==> src/rtl/debug_display_ctrl_if.sv <==
`default_nettype none
// ============================================================================
// Module      : debug_display_ctrl_if
// Description : Signal bundle between the debug display controller and its
//               surroundings: step/run controls, breakpoint compare inputs,
//               display source bus and the 7-segment outputs.
// Revision    : 1.0 - initial release
// ============================================================================
interface debug_display_ctrl_if #(
   parameter int NUM_SRC    = 8,
   parameter int NUM_DIGITS = 8
);
   localparam int SEL_W = $clog2(NUM_SRC);

   logic                    button;
   logic                    run;
   logic                    bp_en;
   logic [31:0]             bp_addr;
   logic [31:0]             pc;
   logic [SEL_W-1:0]        sel;
   logic                    half;
   logic [32*NUM_SRC-1:0]   src_data;
   logic                    cpu_en;
   logic                    halted;
   logic [NUM_DIGITS-1:0]   LEDSEL;
   logic [7:0]              LEDOUT;

   // Environment side: drives controls and sources, observes outputs
   modport master (
      output button, run, bp_en, bp_addr, pc, sel, half, src_data,
      input  cpu_en, halted, LEDSEL, LEDOUT
   );

   // Controller side
   modport slave (
      input  button, run, bp_en, bp_addr, pc, sel, half, src_data,
      output cpu_en, halted, LEDSEL, LEDOUT
   );
endinterface
`default_nettype wire

==> src/rtl/debug_display_ctrl.sv <==
`default_nettype none
// ============================================================================
// Module      : debug_display_ctrl
// Description : Single-step / run / breakpoint controller for a CPU clock
//               enable, plus a multiplexed 7-segment display that shows the
//               low PC bits beside a selectable field of a source word.
// Revision    : 1.0 - initial release
// ============================================================================
module debug_display_ctrl #(
   parameter int NUM_SRC    = 8,
   parameter int NUM_DIGITS = 8,
   parameter int SCAN_DIV   = 20000,
   parameter int DB_CYCLES  = 100000
) (
   input  logic                 clk,
   input  logic                 rst,
   debug_display_ctrl_if.slave  bus
);

   localparam int SEL_W   = $clog2(NUM_SRC);
   localparam int H       = NUM_DIGITS / 2;
   localparam int W       = 4 * H;
   localparam int IDX_W   = $clog2(NUM_DIGITS);
   localparam int DW_W    = $clog2(SCAN_DIV);
   localparam int DB_W    = $clog2(DB_CYCLES);

   localparam logic [DW_W-1:0]  DWELL_MAX = DW_W'(SCAN_DIV - 1);
   localparam logic [DB_W-1:0]  DB_MAX    = DB_W'(DB_CYCLES - 1);
   localparam logic [IDX_W-1:0] IDX_MAX   = IDX_W'(NUM_DIGITS - 1);

   typedef enum logic [1:0] {
      HALT  = 2'd0,
      STEP  = 2'd1,
      RUN   = 2'd2,
      BREAK = 2'd3
   } state_t;

   // ------------------------------------------------------------------
   // Button synchroniser, debouncer and rising-edge step pulse
   // ------------------------------------------------------------------
   logic            sync1, sync2;
   logic            db_level, db_prev;
   logic [DB_W-1:0] db_cnt;
   logic            step_pulse;

   // Two-flop synchroniser, then a level that flips only after a full run
   // of consecutive differing samples; any agreeing sample restarts the run.
   always_ff @(posedge clk or negedge rst) begin
      if (!rst) begin
         sync1    <= 1'b0;
         sync2    <= 1'b0;
         db_level <= 1'b0;
         db_prev  <= 1'b0;
         db_cnt   <= '0;
      end else begin
         sync1   <= bus.button;
         sync2   <= sync1;
         db_prev <= db_level;
         if (sync2 != db_level) begin
            if (db_cnt == DB_MAX) begin
               db_level <= sync2;
               db_cnt   <= '0;
            end else begin
               db_cnt <= db_cnt + 1'b1;
            end
         end else begin
            db_cnt <= '0;
         end
      end
   end

   assign step_pulse = db_level & ~db_prev;

   // ------------------------------------------------------------------
   // Run-control FSM
   // ------------------------------------------------------------------
   state_t state, state_nxt;
   logic   hit;
   logic   cpu_en_c, halted_c;

   assign hit = bus.bp_en & (bus.pc == bus.bp_addr);

   // State register; async reset drops cpu_en without waiting for a clock
   always_ff @(posedge clk or negedge rst) begin
      if (!rst) state <= HALT;
      else      state <= state_nxt;
   end

   // Next-state and clock-enable decode; hit gates cpu_en in the same cycle
   always_comb begin
      state_nxt = state;
      cpu_en_c  = 1'b0;
      halted_c  = 1'b1;
      case (state)
         HALT: begin
            if (bus.run && !hit) state_nxt = RUN;
            else if (step_pulse) state_nxt = STEP;
         end
         STEP: begin
            cpu_en_c  = 1'b1;
            halted_c  = 1'b0;
            state_nxt = HALT;
         end
         RUN: begin
            cpu_en_c = ~hit;
            halted_c = 1'b0;
            if (!bus.run) state_nxt = HALT;
            else if (hit) state_nxt = BREAK;
         end
         BREAK: begin
            if (!bus.run)        state_nxt = HALT;
            else if (step_pulse) state_nxt = STEP;
         end
         default: state_nxt = HALT;
      endcase
   end

   assign bus.cpu_en = cpu_en_c;
   assign bus.halted = halted_c;

   // ------------------------------------------------------------------
   // Display source selection and scan
   // ------------------------------------------------------------------
   logic [31:0]           word;
   logic [W-1:0]          field;
   logic [2*W-1:0]        disp_reg, disp_nxt, disp_shift;
   logic [DW_W-1:0]       dwell, dwell_nxt;
   logic [IDX_W-1:0]      idx, idx_nxt;
   logic [3:0]            nibble;
   logic [NUM_DIGITS-1:0] ledsel_r;
   logic [7:0]            ledout_r;
   logic                  unused_bits;

   function automatic logic [7:0] hex_glyph(input logic [3:0] n);
      case (n)
         4'h0: hex_glyph = 8'hC0;
         4'h1: hex_glyph = 8'hF9;
         4'h2: hex_glyph = 8'hA4;
         4'h3: hex_glyph = 8'hB0;
         4'h4: hex_glyph = 8'h99;
         4'h5: hex_glyph = 8'h92;
         4'h6: hex_glyph = 8'h82;
         4'h7: hex_glyph = 8'hF8;
         4'h8: hex_glyph = 8'h80;
         4'h9: hex_glyph = 8'h90;
         4'hA: hex_glyph = 8'h88;
         4'hB: hex_glyph = 8'h83;
         4'hC: hex_glyph = 8'hC6;
         4'hD: hex_glyph = 8'hA1;
         4'hE: hex_glyph = 8'h86;
         default: hex_glyph = 8'h8E;
      endcase
   endfunction

   // Source mux; selections beyond the last source read as zero
   always_comb begin
      word = '0;
      for (int k = 0; k < NUM_SRC; k++) begin
         if (bus.sel == SEL_W'(k)) word = bus.src_data[32*k +: 32];
      end
      field = bus.half ? word[2*W-1:W] : word[W-1:0];
   end

   // Scan sequencing; the shown value is captured only at the frame boundary
   always_comb begin
      dwell_nxt = dwell + 1'b1;
      idx_nxt   = idx;
      disp_nxt  = disp_reg;
      if (dwell == DWELL_MAX) begin
         dwell_nxt = '0;
         if (idx == IDX_MAX) begin
            idx_nxt  = '0;
            disp_nxt = {bus.pc[W-1:0], field};
         end else begin
            idx_nxt = idx + 1'b1;
         end
      end
      disp_shift = disp_nxt >> {idx_nxt, 2'b00};
      nibble     = disp_shift[3:0];
   end

   // Scan state plus registered digit/segment drive, built from next values
   // so the outputs line up with the index they belong to
   always_ff @(posedge clk or negedge rst) begin
      if (!rst) begin
         dwell    <= '0;
         idx      <= '0;
         disp_reg <= '0;
         ledsel_r <= ~NUM_DIGITS'(1);
         ledout_r <= 8'hC0;
      end else begin
         dwell    <= dwell_nxt;
         idx      <= idx_nxt;
         disp_reg <= disp_nxt;
         ledsel_r <= ~(NUM_DIGITS'(1) << idx_nxt);
         ledout_r <= hex_glyph(nibble);
      end
   end

   assign bus.LEDSEL = ledsel_r;
   assign bus.LEDOUT = ledout_r;

   // Upper PC / word bits are not displayed in every configuration
   assign unused_bits = &{1'b0, bus.pc, word};

endmodule
`default_nettype wire
==> src/flat_wrapper.sv <==
// flat-port wrapper written by rule: the top's interface ports become plain ports
module debug_display_ctrl_flat 
#(
   parameter int NUM_SRC    = 8,
   parameter int NUM_DIGITS = 8,
   parameter int SCAN_DIV   = 20000,
   parameter int DB_CYCLES  = 100000
)
  (clk, rst, bus_button, bus_run, bus_bp_en, bus_bp_addr, bus_pc, bus_sel, bus_half, bus_src_data, bus_cpu_en, bus_halted, bus_LEDSEL, bus_LEDOUT);
  debug_display_ctrl_if #(.NUM_SRC(NUM_SRC), .NUM_DIGITS(NUM_DIGITS)) bus_i ();
  input  logic clk;
  input  logic rst;
  input wire logic [$bits(bus_i.button)-1:0] bus_button;
  input wire logic [$bits(bus_i.run)-1:0] bus_run;
  input wire logic [$bits(bus_i.bp_en)-1:0] bus_bp_en;
  input wire logic [$bits(bus_i.bp_addr)-1:0] bus_bp_addr;
  input wire logic [$bits(bus_i.pc)-1:0] bus_pc;
  input wire logic [$bits(bus_i.sel)-1:0] bus_sel;
  input wire logic [$bits(bus_i.half)-1:0] bus_half;
  input wire logic [$bits(bus_i.src_data)-1:0] bus_src_data;
  output wire logic [$bits(bus_i.cpu_en)-1:0] bus_cpu_en;
  output wire logic [$bits(bus_i.halted)-1:0] bus_halted;
  output wire logic [$bits(bus_i.LEDSEL)-1:0] bus_LEDSEL;
  output wire logic [$bits(bus_i.LEDOUT)-1:0] bus_LEDOUT;
  assign bus_i.button = bus_button;
  assign bus_i.run = bus_run;
  assign bus_i.bp_en = bus_bp_en;
  assign bus_i.bp_addr = bus_bp_addr;
  assign bus_i.pc = bus_pc;
  assign bus_i.sel = bus_sel;
  assign bus_i.half = bus_half;
  assign bus_i.src_data = bus_src_data;
  assign bus_cpu_en = bus_i.cpu_en;
  assign bus_halted = bus_i.halted;
  assign bus_LEDSEL = bus_i.LEDSEL;
  assign bus_LEDOUT = bus_i.LEDOUT;
  debug_display_ctrl #(.NUM_SRC(NUM_SRC), .NUM_DIGITS(NUM_DIGITS), .SCAN_DIV(SCAN_DIV), .DB_CYCLES(DB_CYCLES)) u_core (.clk(clk), .rst(rst), .bus(bus_i));
endmodule
==> config.mk <==
export PLATFORM = sky130hd
export DESIGN_NAME = debug_display_ctrl_flat
export DESIGN_NICKNAME = d
export VERILOG_FILES = /design/src/rtl/debug_display_ctrl_if.sv /design/src/rtl/debug_display_ctrl.sv /design/src/flat_wrapper.sv
export SDC_FILE = /design/constraint.sdc
export NUM_CORES = 1
export LEC_CHECK = 0
export BUFFER_PORTS_ARGS = -buffer_cell sky130_fd_sc_hd__buf_4
export CORE_ASPECT_RATIO = 0.6
export CORE_MARGIN = 2
export CORE_UTILIZATION = 42
export DETAILED_ROUTE_END_ITERATION = 7
export HOLD_SLACK_MARGIN = 0.12
export PLACE_DENSITY = 0.87
export SLEW_MARGIN = 40
export SYNTH_ARGS = -nofsm -noshare
export SYNTH_HDL_FRONTEND = slang
export SYNTH_SLANG_ARGS = --single-unit
==> constraint.sdc <==
create_clock -name clk -period 4 [get_ports clk]
set_clock_uncertainty 0.1 [all_clocks]
set_input_delay 0.8 -clock clk [delete_from_list [all_inputs] [get_ports clk]]
set_output_delay 0.8 -clock clk [all_outputs]
set_load 0.01 [all_outputs]
[Yosys cells after proc, flatten, opt, wreduce, memory -nomap -nowiden]
Memories as Yosys holds them, arrays and structs flattened. A register that Yosys moved wholly into a read port is not among the register bits.
Index checks and enable logic that the tools add are counted.
Word-level totals
  input bits: 329
  logic and storage cells: 69
  register bits: 89
  memories kept: 1
  ROM bits: 112
Memory list
  (no name shown): depth 16, bits a word 7, read ports 1, clocked after Yosys merged registers in 1, wr ports 0, RTL line debug_display_ctrl.sv:135  | case (n)
Cells by class
  $add $sub $neg: 3
  equal/unequal tests: 16
  shift operators: 2
  muxes and demuxes: 24
  bitwise operators: 5
  reductions and logical operators: 7
Operators with widths (count)
  $mux W32: 10
  $mux W17: 2
  $eq A32 B32 Y1: 1
  $shr A32 B5 Y4: 1
  $add A17 B1 Y17 const B: 1
  $eq A17 B17 Y1 const B: 1
  $mux W16: 1
  $add A15 B1 Y15 const B: 1
  $eq A15 B15 Y1 const B: 1
  $eq A3 B3 Y1 const B: 5
  $mux W15: 1
  $mux W2: 5
  $not A8 Y8: 1
  $pmux W2 S4: 1
  $shl A1 B3 Y8 const A: 1
  $eq A3 B2 Y1 const B: 2
  $mux W3: 2
  $eq A2 B2 Y1 const B: 2
  $add A3 B1 Y3 const B: 1
  $eq A3 B1 Y1 const B: 1
  $logic_not A3 Y1: 1
  $ne A3 B2 Y1 const B: 1
  $and A1 B1 Y1: 2
  $eq A2 B1 Y1 const B: 1
  9 further kinds: 11

[Longest topological paths before layout]
  depth after elaboration: 13
  gate-level depth with buffers: 16
  gate-level depth less buffers: 14

[Worst setup path after synthesis]
No wires, ideal clock.
  path type: input-to-reg
  from: input bus_sel[0]
  to: register u_core.ledout_r[0], in the netlist u_core.bus.LEDOUT[0]
  slack: 162 ps
  buffers on the path: 4
  arrival time: 3606 ps
  data required time: 3769 ps
  stages: 16
  cell sequence: buf_2 > buf_2 > buf_2 > clkbuf_1 > mux2i_1 > o21ai_0 > a211oi_1 > o22ai_1 > o22ai_1 > a32oi_1 > nand2_1 > inv_1 > ha_1 > or3_1 > o22ai_1 > a31oi_1
Between the ends
  longest elaborated chain between the ends: 13
  elaborated cells between the ends (all ways): 20
  classes of those cells: 7 x eq/ne; 1 x shift; 11 x mux; 1 x reduce/logical
RTL lines
  from (decl): RTL line flat_wrapper.sv:18  | input wire logic [$bits(bus_i.sel)-1:0] bus_sel;
  $logic_not A3 Y1: RTL line debug_display_ctrl.sv:159  | if (bus.sel == SEL_W'(k)) word = bus.src_data[32*k +: 32];
  $mux W32 (7 in a row): RTL line debug_display_ctrl.sv:159
  $mux W32 (*): RTL line debug_display_ctrl.sv:159
  $mux W16 (*): RTL line debug_display_ctrl.sv:161  | field = bus.half ? word[2*W-1:W] : word[W-1:0];
  $mux W32 (*): RTL line debug_display_ctrl.sv:171  | if (idx == IDX_MAX) begin
  $mux W32 (*): RTL line debug_display_ctrl.sv:169  | if (dwell == DWELL_MAX) begin
  $shr A32 B5 Y4 (*): RTL line debug_display_ctrl.sv:178  | disp_shift = disp_nxt >> {idx_nxt, 2'b00};
  to (decl): RTL line debug_display_ctrl.sv:131  | logic [7:0] ledout_r;
Every way passes the cells marked *; elsewhere a longest branch is shown, timed or not.
A chain may end at the register's enable or synchronous reset.

[Final worst setup path]
  from: register u_core.idx[1]
  to: register u_core.ledout_r[0], in the netlist u_core.bus.LEDOUT[0]
Between the ends
  longest elaborated chain between the ends: 4
  elaborated cells between the ends (all ways): 7
  classes of those cells: 1 x add/sub; 1 x eq/ne; 1 x shift; 4 x mux
RTL lines
  from (decl): RTL line debug_display_ctrl.sv:128  | logic [IDX_W-1:0] idx, idx_nxt;
  from (signal assigned): RTL line debug_display_ctrl.sv:193  | idx <= idx_nxt;
  $eq A3 B3 Y1: RTL line debug_display_ctrl.sv:171
  $mux W32: RTL line debug_display_ctrl.sv:171
  $mux W32: RTL line debug_display_ctrl.sv:169
  named net u_core.disp_nxt[16]: RTL line debug_display_ctrl.sv:126  | logic [2*W-1:0] disp_reg, disp_nxt, disp_shift;
  $shr A32 B5 Y4: RTL line debug_display_ctrl.sv:178
The timed path passes the listed nets, and every way through them passes these cells.

==> flow_summary.ini <==
[synthesis]
synth.area.top_cells = dfrtp_1, mux4_2, xnor2_1, mux2_2, mux2i_1
synth_nets = 996
async_reset_ff_frac = 1.00
ys_ff_latch = 88
yosysTopAreaCellShare = 0.297
synth.distinct_cells = 69
yosysWarnings = 0
synth_ff_type = dfrtp_1
synth_edf_count = 0
yosysMostFrequentCell = dfrtp_1
synth_top_cell_by_area = dfrtp_1
syn_avg_cell_area_um2 = 10.3
synth_area_um2 = 6750
synth_commonest_cells = dfrtp_1, nand2_1, nor2_1
synth_cells = 653
ys_seq_area_frac = 0.328

[sta]
finalSetupViolations = 0
worst_slew_pin_slew_ps = 685
tns_ps = 0
min_period_ps = 3830
drv_slew = 0
relSlewSlack = 0.543
fin_crit_sh = 0.957
rsz0062_at_grt = false
hold_violations = 0
fmax_ghz = 0.261

[floorplan]
die_width_um = 168
core-area_um2 = 15500
num_rows = 35
die_height_um = 102
io_pins = 347
fp.dieArea_um2 = 17100
start_util = 0.434

[layout]
areaGrowthSynthToFinish_pct = 47.0
largest_reg_flops = 32
finish.utilization = 0.638
final-seq-area_um2 = 2210
multi_input_area_um2 = 4280
diodes = 0
layout.nets = 1340
drive_gt1_frac = 0.484
n_fill_cell = 1261

[placed_design]
place.port_buffers = 345
hpwl_um = 20500
gp_congestion = 1.01

[clocking]
root_buffer = clkbuf_16
numCtsBuffers = 9
cts_buffer_depth = 2
cts_max_level = 3
clock-sinks = 88
insertion_delay_ps = 350
path_clk_slew_ps = 70
cts_tree = built

[setup_path]
arrival_ps = 3950
crit_type = reg2reg
crit_chain = ha_1, ha_1, or4b_1, nor4_4, buf_6, buf_4, mux2_2, o211ai_1, o211ai_1, nand2_1, inv_1, ha_1, or3_1, o22ai_1, a31oi_1
required_ps = 4120
crit_path_frequent_cell = ha_1
crit_family = simple AND/OR/NAND/NOR gates
crit_path_top_delay_cell = or4b_1
path_buf_inv = 3
crit_fanout = 10
worstSetupEndpointType = flip-flop
cp-start-kind = flip-flop
max_stage_delay_ps = 490

[detailed_routing]
drt_pass1_iterations = 6
vias = 6781
routedWlPerCell_um = 20.3
drt-total-wl_um = 24500
drcViolationCount = 0
viasPerCell = 5.63
drtIter0Drc = 583
detail-route-antenna-nets = 0

[global_route]
globalRouteTotalUtil = 0.288
grt_max_degree = 89
antenna_found_initial = 1
overflow = 0
grt_pass1_wl_um = 37600
grt_pass1_vias = 6798

[run_status]
status = complete, no violations

[job]
cap_violations = 0

[power_and_ir_drop]
pwr-share-clk = 0.342
p_int_uw = 1830
leakage_uw = 0.00462
switchingPower_uw = 672
ir_drop_mv = 0.208
p_sw_frac = 0.269
p_comb_frac = 0.288
p_seq_frac = 0.370
power_density_nw_per_um2 = 252

[min_path]
hp-class = reg2reg
-- cells in the final DEF, fill, tap and decap left out, types with 5 or more instances in the layout --
cell type and n:
o211ai_1 6, or2_2 5, nand4_1 16, a211oi_1 10, inv_1 20, xnor2_1 39
o2bb2ai_1 6, mux4_2 51, nand3b_1 5, a21oi_1 16, ha_1 14, nor3_1 7
nor2b_1 9, buf_4 367, o21ai_0 24, xor2_1 17, dfstp_2 8, and2_1 5
and3_1 9, mux2_2 21, nor2_1 55, a22o_1 6, nand2_1 61, mux2i_1 23
o22ai_1 10, o221ai_1 6, clkbuf_16 9, dfrtp_1 80, nand3_1 15, nand2b_1 8
-- power groups by stage --
| stage | Sequential, µW | Combinational (µW) | Clock, µW |
|---|---|---|---|
| floorplan | 941 | 329 | 0 |
| global placement | 942 | 701 | 0 |
| detailed placement | 942 | 711 | 0 |
| CTS | 926 | 714 | 870 |
| global route | 928 | 776 | 914 |
| finish | 926 | 718 | 854 |
-- per-layer routing --
layer	vias up	global-route usage	share of wire
met5	-	0	0.00053
li1	3123	-	-
met2	352	0.463	0.45
met4	2	0.0629	0.014
met3	32	0.0933	0.10
met1	3272	0.388	0.43
-- cells by family after synthesis --
group                      share of synthesized area
AOI/OAI and AO/OA                              0.133
and+or+nand+nor                                0.159
adders and majority gates                     0.0260
buffers and inverters                         0.0378
muxes                                          0.243
other                                       0.000556
DFF                                            0.328
xor gates and xnor gates                      0.0727
-- timing repair --
item / CTS / global route
endpoints found under the setup margin: 0 / 2
setup buffers: 0 / 1
hold endpoints to repair: 0 / 0
gates resized for setup: 0 / 1
hold buffers: 0 / 0
-- cell type report --
class,instances,area share
repair buffers,369,0.280
clock buffers,9,0.0227
flip-flops and latches,88,0.223
multi-input cells,505,0.431
well taps,203,0.0256
inverters,24,0.00908
clock inverters,7,0.00795
-- per-stage QoR --
step	instances	worst slack (ps)	area (µm²)	total power [µW]	hold slack (ps)
6_report	1205	173	9920	2500	250
5_1_grt	1205	7.02	9920	2620	252
4_1_cts	1204	166	9910	2510	252
3_5_place_dp	1188	111	9600	1650	235
3_3_place_gp	1188	208	9600	1640	234
2_1_floorplan	653	162	6750	1270	231
-- path summary, 6_finish.rpt --
kind                                     from                    to  slack, ps  cells after the start
worst max-delay path            u_core.idx[1]  u_core.bus.LEDOUT[0]        170                     15
min in group asynchronous                 rst       u_core.db_level        410                      1
worst min register to register   u_core.sync1          u_core.sync2        250                      0
max in group asynchronous                 rst  u_core.bus.LEDOUT[4]       2950                      1
worst min-delay path             u_core.sync1          u_core.sync2        250                      0
worst max register to register  u_core.idx[1]  u_core.bus.LEDOUT[0]        170                     15
Note: power is estimated with default switching activity, not from simulation.
